$ cat config.mk
export PLATFORM = sky130hd
export DESIGN_NAME = cpu_int_acknowledge
export DESIGN_NICKNAME = d
export VERILOG_FILES = /design/src/rtl/cpu_int_acknowledge_pkg.sv /design/src/rtl/cpu_int_acknowledge_ipl_filter.sv /design/src/rtl/cpu_int_acknowledge.sv
export SDC_FILE = /design/constraint.sdc
export NUM_CORES = 1
export LEC_CHECK = 0
export ABC_AREA = 1
export BUFFER_PORTS_ARGS = -buffer_cell sky130_fd_sc_hd__buf_2
export CAP_MARGIN = 15
export CORE_ASPECT_RATIO = 1.5
export CORE_MARGIN = 2
export CORE_UTILIZATION = 50
export CTS_CLUSTER_SIZE = 8
export DETAILED_ROUTE_END_ITERATION = 8
export PLACE_DENSITY = 0.81
export SLEW_MARGIN = 40
export SYNTH_ARGS = -nofsm -noshare
export SYNTH_HDL_FRONTEND = slang
export SYNTH_HIERARCHICAL = 1
export SYNTH_SLANG_ARGS = --single-unit
$ cat constraint.sdc
create_clock -name clk -period 1.7 [get_ports clk]
set_input_delay 0.17 -clock clk [delete_from_list [all_inputs] [get_ports clk]]
set_output_delay 0.17 -clock clk [all_outputs]
set_load 0.05 [all_outputs]
$ cat src/rtl/cpu_int_acknowledge_pkg.sv
// Shared definitions for the CPU interrupt-acknowledge block.
//   IPL_NONE         : idle value of the active-low priority request
//   AUTOVEC_BASE_DEF : default autovector number for level 0 (spurious)
//   LVL_W            : width of an interrupt level
//   state_t          : acknowledge FSM encoding
package cpu_int_acknowledge_pkg;

   localparam int          LVL_W            = 3;
   localparam logic [2:0]  IPL_NONE         = 3'b111;
   localparam logic [7:0]  AUTOVEC_BASE_DEF = 8'd24;
   localparam logic [2:0]  LVL_NMI          = 3'd7;

   typedef enum logic [1:0] {
      ST_IDLE = 2'd0,
      ST_ACK  = 2'd1,
      ST_DONE = 2'd2
   } state_t;

endpackage

$ cat src/rtl/cpu_int_acknowledge_ipl_filter.sv
// Two-stage sampler and equality filter for the active-low IPL request,
// plus the level-7 (NMI) edge latch.
//   clk, _reset, clk7_en : clock, async active-low reset, 7 MHz enable
//   i_ipl                : raw active-low priority request
//   i_nmi_clr            : clear the NMI latch (level-7 interrupt taken)
//   o_stable_level       : filtered active-high level
//   o_nmi_pend           : NMI latched, or an NMI edge seen this tick
module cpu_int_acknowledge_ipl_filter
   import cpu_int_acknowledge_pkg::*;
(
   input  logic             clk,
   input  logic             _reset,
   input  logic             clk7_en,
   input  logic [LVL_W-1:0] i_ipl,
   input  logic             i_nmi_clr,
   output logic [LVL_W-1:0] o_stable_level,
   output logic             o_nmi_pend
);

   logic [LVL_W-1:0] r_s1;
   logic [LVL_W-1:0] r_s0;
   logic [LVL_W-1:0] r_hold;
   logic             r_nmi;
   logic [LVL_W-1:0] w_stable;
   logic             w_nmi_edge;

   // The stable level follows the samples as soon as both stages agree and
   // otherwise holds the last agreed value, so a one-tick glitch never lands.
   assign w_stable   = (r_s0 == r_s1) ? ~r_s0 : r_hold;
   assign w_nmi_edge = (w_stable == LVL_NMI) && (r_hold != LVL_NMI);

   always_ff @(posedge clk or negedge _reset) begin
      if (!_reset) begin
         r_s1   <= IPL_NONE;
         r_s0   <= IPL_NONE;
         r_hold <= '0;
         r_nmi  <= 1'b0;
      end else if (clk7_en) begin
         r_s1   <= i_ipl;
         r_s0   <= r_s1;
         r_hold <= w_stable;
         // A fresh edge beats a clear on the same tick: it is a new NMI.
         if (w_nmi_edge)
            r_nmi <= 1'b1;
         else if (i_nmi_clr)
            r_nmi <= 1'b0;
      end
   end

   assign o_stable_level = w_stable;
   assign o_nmi_pend     = r_nmi | w_nmi_edge;

endmodule

$ cat src/rtl/cpu_int_acknowledge.sv
// CPU-side interrupt receiver: filters Paula's IPL request, offers pending
// interrupts to the core against the SR mask and runs the IACK cycle that
// returns the autovector and new mask level.
//   clk, _reset, clk7_en : clock, async active-low reset, 7 MHz enable
//   _ipl, sr_mask        : active-low request, current SR interrupt mask
//   int_take             : core accepts the offered interrupt
//   int_req, int_level   : interrupt offered to the core
//   ack_busy             : IACK cycle in progress
//   vec_valid, vector, new_mask, spurious : one-tick acknowledge result
//
// state   | meaning
// IDLE    | evaluate pending level, offer it, wait for int_take
// ACK     | IACK cycle, counting ACK_TICKS enable ticks
// DONE    | result presented for one tick, then back to IDLE
module cpu_int_acknowledge
   import cpu_int_acknowledge_pkg::*;
#(
   parameter int         ACK_TICKS    = 4,
   parameter logic [7:0] AUTOVEC_BASE = AUTOVEC_BASE_DEF
)(
   input  logic       clk,
   input  logic       _reset,
   input  logic       clk7_en,
   input  logic [2:0] _ipl,
   input  logic [2:0] sr_mask,
   input  logic       int_take,
   output logic       int_req,
   output logic [2:0] int_level,
   output logic       ack_busy,
   output logic       vec_valid,
   output logic [7:0] vector,
   output logic [2:0] new_mask,
   output logic       spurious
);

   state_t           r_state, w_state_nxt;
   logic [3:0]       r_cnt, w_cnt_nxt;
   logic [LVL_W-1:0] r_lvl, w_lvl_nxt;
   logic             r_int_req, w_int_req_nxt;
   logic [LVL_W-1:0] r_int_level, w_int_level_nxt;
   logic             r_ack_busy, w_ack_busy_nxt;
   logic             r_vec_valid, w_vec_valid_nxt;
   logic [7:0]       r_vector, w_vector_nxt;
   logic [LVL_W-1:0] r_new_mask, w_new_mask_nxt;
   logic             r_spurious, w_spurious_nxt;
   logic             w_nmi_clr;
   logic [LVL_W-1:0] w_stable;
   logic             w_nmi_pend;
   logic [LVL_W-1:0] w_pend;

   cpu_int_acknowledge_ipl_filter u_ipl_filter (
      .clk            (clk),
      ._reset         (_reset),
      .clk7_en        (clk7_en),
      .i_ipl          (_ipl),
      .i_nmi_clr      (w_nmi_clr),
      .o_stable_level (w_stable),
      .o_nmi_pend     (w_nmi_pend)
   );

   // NMI is offered even when the mask is 7.
   assign w_pend = w_nmi_pend           ? LVL_NMI  :
                   (w_stable > sr_mask) ? w_stable : '0;

   always_comb begin
      w_state_nxt     = r_state;
      w_cnt_nxt       = r_cnt;
      w_lvl_nxt       = r_lvl;
      w_int_req_nxt   = r_int_req;
      w_int_level_nxt = r_int_level;
      w_ack_busy_nxt  = r_ack_busy;
      w_vec_valid_nxt = 1'b0;
      w_vector_nxt    = r_vector;
      w_new_mask_nxt  = r_new_mask;
      w_spurious_nxt  = r_spurious;
      w_nmi_clr       = 1'b0;
      case (r_state)
         ST_IDLE: begin
            // Take uses the level already offered, not this tick's pending value.
            if (int_take && r_int_req) begin
               w_state_nxt     = ST_ACK;
               w_lvl_nxt       = r_int_level;
               w_cnt_nxt       = 4'(ACK_TICKS - 1);
               w_int_req_nxt   = 1'b0;
               w_int_level_nxt = '0;
               w_ack_busy_nxt  = 1'b1;
               w_nmi_clr       = (r_int_level == LVL_NMI);
            end else begin
               w_int_req_nxt   = (w_pend != '0);
               w_int_level_nxt = w_pend;
            end
         end
         ST_ACK: begin
            if (r_cnt == 4'd0) begin
               w_state_nxt     = ST_DONE;
               w_ack_busy_nxt  = 1'b0;
               w_vec_valid_nxt = 1'b1;
               w_new_mask_nxt  = r_lvl;
               if (w_stable == '0) begin
                  w_vector_nxt   = AUTOVEC_BASE;
                  w_spurious_nxt = 1'b1;
               end else begin
                  w_vector_nxt   = AUTOVEC_BASE + {5'b0, r_lvl};
                  w_spurious_nxt = 1'b0;
               end
            end else begin
               w_cnt_nxt = r_cnt - 4'd1;
            end
         end
         ST_DONE: begin
            w_state_nxt = ST_IDLE;
         end
         default: begin
            w_state_nxt    = ST_IDLE;
            w_ack_busy_nxt = 1'b0;
            w_int_req_nxt  = 1'b0;
         end
      endcase
   end

   always_ff @(posedge clk or negedge _reset) begin
      if (!_reset) begin
         r_state     <= ST_IDLE;
         r_cnt       <= '0;
         r_lvl       <= '0;
         r_int_req   <= 1'b0;
         r_int_level <= '0;
         r_ack_busy  <= 1'b0;
         r_vec_valid <= 1'b0;
         r_vector    <= '0;
         r_new_mask  <= '0;
         r_spurious  <= 1'b0;
      end else if (clk7_en) begin
         r_state     <= w_state_nxt;
         r_cnt       <= w_cnt_nxt;
         r_lvl       <= w_lvl_nxt;
         r_int_req   <= w_int_req_nxt;
         r_int_level <= w_int_level_nxt;
         r_ack_busy  <= w_ack_busy_nxt;
         r_vec_valid <= w_vec_valid_nxt;
         r_vector    <= w_vector_nxt;
         r_new_mask  <= w_new_mask_nxt;
         r_spurious  <= w_spurious_nxt;
      end
   end

   assign int_req   = r_int_req;
   assign int_level = r_int_level;
   assign ack_busy  = r_ack_busy;
   assign vec_valid = r_vec_valid;
   assign vector    = r_vector;
   assign new_mask  = r_new_mask;
   assign spurious  = r_spurious;

endmodule

Word-level counts from Yosys, hierarchy flattened
Index checks and enable logic that the tools add are counted.
{"block": "word_totals", "input_bits": 10, "output_inout_bits": 18, "reg_bits": 37, "elab_cells": 70}
{"block": "classes", "n_addsub": 2, "n_reduce_logical": 17, "muxes": 23, "n_eq_ne": 9, "n_bitwise": 4, "order_cmp": 1}
{"operator": "$mux 3", "count": 4}
{"operator": "$mux 1", "count": 10}
{"operator": "$reduce_and 3->1", "count": 3}
{"operator": "$mux 4", "count": 2}
{"operator": "$pmux 4 s2", "count": 1}
{"operator": "$reduce_and 4->1", "count": 2}
{"operator": "$add 5x3->6 const A", "count": 1}
{"operator": "$eq 3x3->1 const B", "count": 2}
{"operator": "$mux 6", "count": 1}
{"operator": "$ne 2x2->1 const B", "count": 3}
{"operator": "$reduce_and 2->1", "count": 3}
{"operator": "$logic_not 4->1", "count": 1}
{"operator": "$mux 2", "count": 2}
{"operator": "$pmux 2 s2", "count": 1}
{"operator": "$reduce_bool 2->1", "count": 2}
{"operator": "$sub 4x1->4 const B", "count": 1}
{"operator": "$eq 3x3->1", "count": 1}
{"operator": "$gt 3x3->1", "count": 1}
{"operator": "$logic_not 3->1", "count": 1}
{"operator": "$ne 3x3->1 const B", "count": 1}
{"operator": "$not 3->3", "count": 1}
{"operator": "$pmux 1 s3", "count": 1}
{"operator": "$reduce_bool 3->1", "count": 1}
{"operator": "$eq 2x1->1 const B", "count": 1}
{"operator": "7 further kinds", "count": 9}

Depth between registers and ports, before layout
Gate-level depths: netlist of the first run.
{"block": "logic_depth", "ltp_word": 9, "mapped_depth": 16, "mapped_depth_nobuf": 16}

Modules after synthesis
The synthesis of the first run kept the hierarchy.
{"mod": "cpu_int_acknowledge", "cells_each": 153, "area_each_um2": 1234.9, "n_inst": 1, "seq_area_each_um2": 575.6}
{"mod": "cpu_int_acknowledge_ipl_filter", "cells_each": 69, "area_each_um2": 525.5, "n_inst": 1, "seq_area_each_um2": 257.7}

Worst setup path after synthesis of the first run
OpenSTA, ideal clock, no wires.
{"block": "synth_path", "kind": "register to register", "start": "register u_ipl_filter.r_s1[0]", "end": "register r_int_req (netlist: int_req)", "setup_time_ns": 0.120, "t_required_ns": 1.580, "setup_slack_ns": -0.131, "period_less_slack_ns": 1.831, "arrival_ns": 1.710, "stages_incl_launch_ff": 15, "n_path_buf": 0, "path_cell_list": "dfstp_2 -> inv_1 -> nand2_1 -> nand2_1 -> nand3_2 -> nand2_1 -> nand2_1 -> inv_1 -> ha_1 -> a21oi_1 -> nand2_1 -> nand3_1 -> nand2_1 -> nand2_1 -> nand2_1"}
{"block": "synth_between", "elab_chain_len": 9, "elab_cells_between_ends": 11, "cone_classes": "order compare: 1; eq/ne: 2; mux: 5; bitwise: 1; reduce/logical: 2"}
{"element": "from (decl)", "line": "cpu_int_acknowledge_ipl_filter.sv:20", "rtl": "logic [LVL_W-1:0] r_s1;"}
{"element": "from (signal assigned)", "line": "cpu_int_acknowledge_ipl_filter.sv:39", "rtl": "r_s1 <= i_ipl;"}
{"element": "$eq 3x3->1 (*)", "line": "cpu_int_acknowledge_ipl_filter.sv:29", "rtl": "assign w_stable = (r_s0 == r_s1) ? ~r_s0 : r_hold;"}
{"element": "$mux 3 (*)", "line": "cpu_int_acknowledge_ipl_filter.sv:29"}
{"element": "net w_stable[2]", "line": "cpu_int_acknowledge.sv:47", "rtl": "logic [LVL_W-1:0] w_stable;"}
{"element": "branches (longest 3 deep; another with $gt 3x3->1)"}
{"element": "$mux 3 (*)", "line": "cpu_int_acknowledge.sv:62", "rtl": "assign w_pend = w_nmi_pend ? LVL_NMI :"}
{"element": "$reduce_bool 3->1 (*)", "line": "cpu_int_acknowledge.sv:89", "rtl": "w_int_req_nxt = (w_pend != '0);"}
{"element": "$mux 1 (*)", "line": "cpu_int_acknowledge.sv:80", "rtl": "if (int_take && r_int_req) begin"}
{"element": "$pmux 1 s2 (*)", "line": "cpu_int_acknowledge.sv:77", "rtl": "case (r_state)"}
{"element": "to (signal assigned)", "line": "cpu_int_acknowledge.sv:137", "rtl": "r_int_req <= w_int_req_nxt;"}
{"element": "to (decl)", "line": "cpu_int_acknowledge.sv:39", "rtl": "logic r_int_req, w_int_req_nxt;"}
Mark *: on every way through the listed nets, which the timed path passes.
A chain may end at the register's enable or synchronous reset.

Worst setup path in the final report of the first run
{"block": "layout_path", "start": "register u_ipl_filter.r_s1[1]", "end": "register r_int_req (netlist: int_req)"}
Same word-level chain as after synthesis.

==> results of run 1 <==
[path summary, 6_finish.rpt]
| path | start | to | slack (ns) |
|---|---|---|---|
| max reg2reg | u_ipl_filter/r_s1[1]$_DFFE_PN1P_ | int_req$_DFFE_PN0P_ | -0.11 |
| min | _ipl[1] | u_ipl_filter/r_s1[1]$_DFFE_PN1P_ | 0.08 |
| max | u_ipl_filter/r_s1[1]$_DFFE_PN1P_ | int_req$_DFFE_PN0P_ | -0.11 |
| min reg2reg | vector[1]$_DFFE_PN0P_ | vector[1]$_DFFE_PN0P_ | 0.48 |
| min in group asynchronous | _reset | u_ipl_filter/r_hold[1]$_DFFE_PN0P_ | 0.48 |
| max in group asynchronous | _reset | new_mask[1]$_DFFE_PN0P_ | 0.77 |
[layout make-up]
type	count	area (um^2)
Inverter	32	120
Clock buffer	5	68.8
Fill cell	296	1160
Clock inverter	3	17.5
Multi-Input combinational cell	153	890
Sequential cell	33	833
Timing Repair Buffer	40	243
Tap cell	42	52.6
[metrics by stage]
step / hold slack [ns] / utilization / area [um^2] / TNS, ns
6_report: 0.0753 / 0.658 / 2220 / -0.394
5_1_grt: 0.0954 / 0.658 / 2220 / -0.979
4_1_cts: 0.0702 / 0.638 / 2160 / -0.359
3_5_place_dp: 0.261 / 0.599 / 2030 / -0.513
3_3_place_gp: 0.259 / 0.599 / 2030 / -0.286
2_1_floorplan: -0.126 / - / 1800 / -0.0857
[power by group]
group / internal (mW) / switching [mW]
combinational: 0.708 / 1.49
clock: 0.282 / 0.294
sequential: 1.09 / 0.192
[cell usage after synthesis, drive strengths merged, types with 2 or more instances]
library cell / n / share of area
buf: 6 / 0.026
dfrtp: 27 / 0.38
inv: 32 / 0.068
nor3: 4 / 0.018
nand2: 90 / 0.20
dfstp: 6 / 0.090
nand4: 5 / 0.018
o21ai: 18 / 0.060
nor2: 7 / 0.019
nand3: 14 / 0.043
ha: 7 / 0.050
xnor2: 2 / 0.014
[worst max-delay path: stages (launching register included)]
cell and delay (ns):
dfstp_2 0.55, xnor2_2 0.14, nand3_2 0.13, nand2_1 0.09, nand2_2 0.06, inv_2 0.07, ha_4 0.22, a21oi_4 0.15
nand2_4 0.08, nand3_2 0.07, nand2_2 0.05, nand2_1 0.06, nand2_1 0.05
[flip-flops by register name (all words and copies together) (netlist names)]
register and flops:
ack_busy 1, int_level 3, int_req 1, new_mask 3
r_cnt 4, r_lvl 3, r_state 2, spurious 1
u_ipl_filter/r_hold 3, u_ipl_filter/r_nmi 1, u_ipl_filter/r_s0 3, u_ipl_filter/r_s1 3
vec_valid 1, vector 4
[repair_timing]
action,in CTS,in global routing
endpoints found under the setup margin,5,8
gates resized for setup,8,18
pin swaps,9,6
cloned,0,0
endpoints found under the hold margin,27,0
setup buffers,1,1
hold buffers,1,0
[metal layers]
metal  vias up  track usage
li1        773            -
met1       691        0.208
met2        33        0.333
met3         9       0.0623
met4         0       0.0795
met5         -            0
[logic make-up after synthesis]
| group | share of synthesized area |
|---|---|
| compound gates | 0.0625 |
| xor+xnor | 0.0142 |
| fa+ha+maj | 0.0497 |
| buf+inv | 0.0945 |
| flops | 0.473 |
| mux | 0.00640 |
| other cells | 0.00213 |
| simple gates | 0.297 |
==> reports/results.ini, run 1 <==
[grt]
antenna_found_initial = 0
grt_pass1_wl_um = 5880
grt_max_degree = 34
grt-ovfl-total = 0
grt_pass1_vias = 1494
grt_use_total = 0.193

[clock_tree]
cts_max_level = 2
worst_skew_pair.late_latency_ns = 0.29
cts_made_buffers = 5
clkSinkCount = 33
cts_buffer_depth = 2
cts_tree = built
ctsRootBufferMaster = clkbuf_8
clkTransAtPathRegs_ns = 0.07

[power]
p_total_mw = 4.06
powerDensity_nw_per_um2 = 1820
ir_drop_mv = 1.33
p_leak_nw = 1.16

[worst_setup_path]
critical_path_required_ns = 1.88
path_class = flip-flop to flip-flop
r2r_cells = 12
crit_path_end_kind = flip-flop
arrival_ns = 1.99
worstPathMaxFanout = 4
crit_path_start_kind = flip-flop

[floorplan]
coreArea_um2 = 3380
ios = 28
die_area_um2 = 4020
initial_utilization = 0.520
die_h_um = 76.7
std_cell_rows = 26
die_w_um = 52.5

[drt]
met3_length_um = 163
vias_per_cell = 4.89
dr.pass1.iters = 5
drc = 0
wl_met1_um = 1370
dr.first_iter.drc_count = 35
routed-wl-met2_um = 1760
wirelength_um = 3370
drtAntennaViolNets = 0
num_vias = 1506
post_drt_wl_per_cell_um = 10.9
routed.top_layer = met4

[logic_synthesis]
ys_ff_latch = 33
synth_area_um2 = 1760
synth.distinct_cells = 25
yosysWarnings = 6
synthFlopType = dfrtp_1
syn-instance-count = 222
synth_async_sr_flop_share = 1.00
synth.avg_cell_area_um2 = 7.93
ys_seq_area_frac = 0.473
synth_edf_count = 0

[sta]
layout_setup_ws_ns = -0.113
tightest_slew_ns = 0.708
max_slew_margin = 0.528
fin_crit_ns = 1.81
finalHoldViolations = 0
setup_violations = 4
finClkSkew_ns = 0.00683
slew_viol_final = 0
rsz0062_at_grt = yes
max_freq_mhz = 552
finalCritPeriodShare = 1.07

[cells_and_area]
area_growth_pct = 26.4
layout_common_cells = 77 x nand2_1, 27 x dfrtp_1, 24 x buf_2
instances_no_fill = 308
fin_nets = 282
layout_commonest_cell = nand2_1
diodes = 0
drive_gt1_frac = 0.365

[placement]
pre_cts_ws_ns = -0.137
numPortBuffers = 24
placed_cells = 297
gp_congestion = 0.848
hpwl_um = 2390

[job]
maxCapViolations = 0

[min_path]
hold_path_depth = 3
hold_path_class = input port to flip-flop

[run_status]
violations = negative setup slack
status = finished with violations

Note: power is estimated with default switching activity, not from simulation.
==> inputs of run 2 (changes only) <==
ABC_AREA = not set   (was 1)
==> run 2 against run 1 <==
  * The run still ends with negative setup slack left
  * Critical path depth decreased by 4
  * Fmax decreased by 22%
  * Clock-buffer cell count rose by 1
  * Via count grew 0.33%
  * Critical endpoint unchanged
  * Highest routed layer unchanged
==> reports/results.ini, run 2 <==
[logic_synthesis]
synth.mux.area_fraction = 0.106  ; +0.0995
synth.avg_cell_area_um2 = 10.4  ; +32%
synth_top_family_by_area = compound AO/OA/AOI/OAI gates
synth-xor-area-share = 0.0247  ; +0.0105
synthMostInstantiatedCell = dfrtp_1
synth_area_leader_cell = dfrtp_1
synthFlopType = dfrtp_1
synth.distinct_cells = 45  ; +80%
synth_async_sr_flop_share = 1.00  ; unchanged
yosys-top-cells-area = dfrtp_1 38%, dfstp_2 8.9%, mux2_2 8.3%
ys_seq_area_frac = 0.470  ; -0.00334
synth_simple_gate_area_frac = 0.135  ; -0.162
synth_fa_ha_area_frac = 0.0494  ; -0.000351
synthTopCellsByCount = 27 x dfrtp_1, 16 x inv_1, 15 x nand2_1, 13 x mux2_2, 12 x o21ai_0
syn-instance-count = 170  ; -23%
yosysWarnings = 6  ; unchanged
synth.top_cell.area_share = 0.381  ; -0.00271
synth-compound-area-share = 0.150  ; +0.0871
ys_ff_latch = 33  ; unchanged
synth_area_um2 = 1770  ; +0.71%
synth_edf_count = 0  ; unchanged

[clock_tree]
cts_buffer_depth = 2  ; unchanged
ctsRootBufferMaster = clkbuf_8
clkSinkCount = 33  ; unchanged
worst_skew_pair.late_latency_ns = 0.29  ; about the same
clkTransAtPathRegs_ns = 0.07  ; about the same
cts_max_level = 2  ; unchanged
cts_made_buffers = 5  ; unchanged
cts_tree = built

[drt]
dr.pass1.iters = 4  ; -1
post_drt_wl_per_cell_um = 15.7  ; +44%
drtAntennaViolNets = 0  ; unchanged
wirelength_um = 4380  ; +30%
drc = 0  ; unchanged
dr.first_iter.drc_count = 49  ; +40%
num_vias = 1511  ; +0.33%
vias_per_cell = 5.42  ; +11%

[worst_setup_path]
crit_path_start_kind = flip-flop
cp_top_family = compound AO/OA/AOI/OAI gates
crit_path_end_kind = flip-flop
arrival_ns = 2.50  ; +0.51 ns
path_buf_inv = 0  ; -1
r2r_start = u_ipl_filter/r_s0[0]$_DFFE_PN1P_
critical_path_required_ns = 1.87  ; about the same
cp_slowest_stage_delay_ns = 0.56  ; about the same
path_class = flip-flop to flip-flop
cpMaxStageDelayCell = dfstp_2
critPathLaunch = u_ipl_filter/r_s0[0]$_DFFE_PN1P_
path_cells = xor2_2 -> nor3_2 -> mux2i_1 -> ha_1 -> nor2b_4 -> o21ai_2 -> a32oi_2 -> a221o_1
worstPathMaxFanout = 4  ; unchanged

[sta]
rsz0062_at_grt = yes
max_freq_mhz = 430  ; -22%
slew_viol_final = 0  ; unchanged
fin_crit_ns = 2.33  ; +0.513 ns
holdWs_ns = 0.0917  ; +0.0164 ns
fin_tns_setup_ns = -3.41  ; -3.01 ns
finalCritPeriodShare = 1.37  ; +0.302
finClkSkew_ns = 0.00601  ; -0.000813 ns
setup_violations = 10  ; +6
layout_setup_ws_ns = -0.625  ; -0.513 ns
finalHoldViolations = 0  ; unchanged

[placement]
dpl_cell_area_um2 = 2140  ; +5.6%
hpwl_um = 2930  ; +23%
pre_cts_ws_ns = -0.528  ; -0.391 ns
gp_congestion = 0.798  ; -5.9%
numPortBuffers = 24  ; unchanged

[min_path]
hold_path_class = input port to flip-flop
hold_start = _ipl[2]

[grt]
grt-ovfl-total = 0  ; unchanged
grt_pass1_vias = 1510  ; +1.1%
grt_pass1_wl_um = 6620  ; +13%
grt_use_total = 0.226  ; +0.0333
antenna_found_initial = 0  ; unchanged
grt_max_degree = 34  ; unchanged

[run_status]
status = finished with violations
violations = negative setup slack

[cells_and_area]
drive_gt1_frac = 0.536  ; +0.171
area_growth_pct = 41.6
nFillCells = 260  ; -12%
fin_nets = 253  ; -10%
final_cell_area_um2 = 2510  ; +13%
layout_common_cells = 37 x buf_4, 27 x dfrtp_1, 23 x buf_2
diodes = 0  ; unchanged
layout_commonest_cell = buf_4

[floorplan]
die_w_um = 52.6  ; +0.32%
coreArea_um2 = 3420  ; +0.96%
std_cell_rows = 26  ; unchanged
ios = 28  ; unchanged
die_h_um = 76.9  ; +0.34%
initial_utilization = 0.519  ; -0.00129
die_area_um2 = 4050  ; +0.66%

[power]
p_leak_nw = 1.20  ; +4.0%
p_total_mw = 4.26  ; +5.0%
ir_drop_mv = 1.24  ; -7.3%
powerDensity_nw_per_um2 = 1700  ; -6.9%

[job]
maxCapViolations = 0  ; unchanged

## run 2: cell count changes after synthesis, moves of 8 or more
cell,change
mux2_2,+12
nand3_1,-8
inv_1,-14
nand2_1,-72
## run 2: area by class of cell
type | count | area (um^2) | area share
multi-input combinational | 114 | 997 | 0.397
timing repair buffer | 66 | 459 | 0.183
clock inverter | 2 | 35.0 | 0.0140
tap | 42 | 52.6 | 0.0209
inverter | 16 | 60.1 | 0.0239
sequential | 33 | 833 | 0.332
clock buffer | 6 | 72.6 | 0.0289
## run 2: logic make-up (layout without fill, tap and decap cells)
| family | Yosys count | count (layout) |
|---|---|---|
| buffers and inverters | 25 | 90 |
| AO/OA/AOI/OAI | 36 | 36 |
| adder cells (fa/ha/maj) | 7 | 7 |
| AND/OR/NAND/NOR | 46 | 46 |
| other | 1 | 3 |
| XOR/XNOR | 5 | 5 |
| flip-flops | 33 | 33 |
| multiplexers | 17 | 17 |
## run 2: stage by stage
step | util | instances
finish | 0.735 | 279
global route | 0.735 | 279
CTS | 0.687 | 274
detailed placement | 0.627 | 258
global placement | 0.627 | 258
floorplan | - | 172
## run 2: worst paths after layout
path	end	slack [ns]	cells past startpoint
setup reg to reg	int_req$_DFFE_PN0P_	-0.63	8
hold reg to reg	u_ipl_filter/r_nmi$_DFFE_PN0P_	0.47	2
hold / removal	u_ipl_filter/r_s1[2]$_DFFE_PN1P_	0.09	3
max in group asynchronous	u_ipl_filter/r_s0[2]$_DFFE_PN1P_	1.00	2
setup / recovery	int_req$_DFFE_PN0P_	-0.63	8
min in group asynchronous	r_cnt[1]$_DFFE_PN0P_	0.35	2
## run 2: worst reg2reg max path, delay by kind of cell, from the launching register on
kind	cells	cell delay (ns)
flip-flops	1	0.56
multiplexers	1	0.28
AND/OR/NAND/NOR	2	0.39
adder cells (fa/ha/maj)	1	0.29
XOR/XNOR	1	0.09
AO/OA/AOI/OAI	3	0.61
## run 2: power breakdown
group / total (mW) / internal (mW) / switching (mW) / leakage (nW)
sequential: 1.26 / 1.05 / 0.211 / 0.396
combinational: 2.28 / 1.03 / 1.25 / 0.751
clock: 0.727 / 0.435 / 0.293 / 0.0552
total: 4.26 / 2.51 / 1.75 / 1.20
## run 2: layer usage
metal  vias up  part of all wire  track usage
met4         0             0.027        0.118
met3        10             0.032       0.0564
li1        722                 -            -
met5         -                 0            0
met1       745              0.36        0.219
met2        34              0.58        0.414
## run 2: what timing repair did
action / CTS / global route
hold endpoints to repair: 27 / 0
buffers inserted: 7 / 6
pin swaps: 8 / 15
hold buffers: 1 / 0
resized for setup: 13 / 29
gates cloned: 0 / 0
setup endpoints to repair: 10 / 20
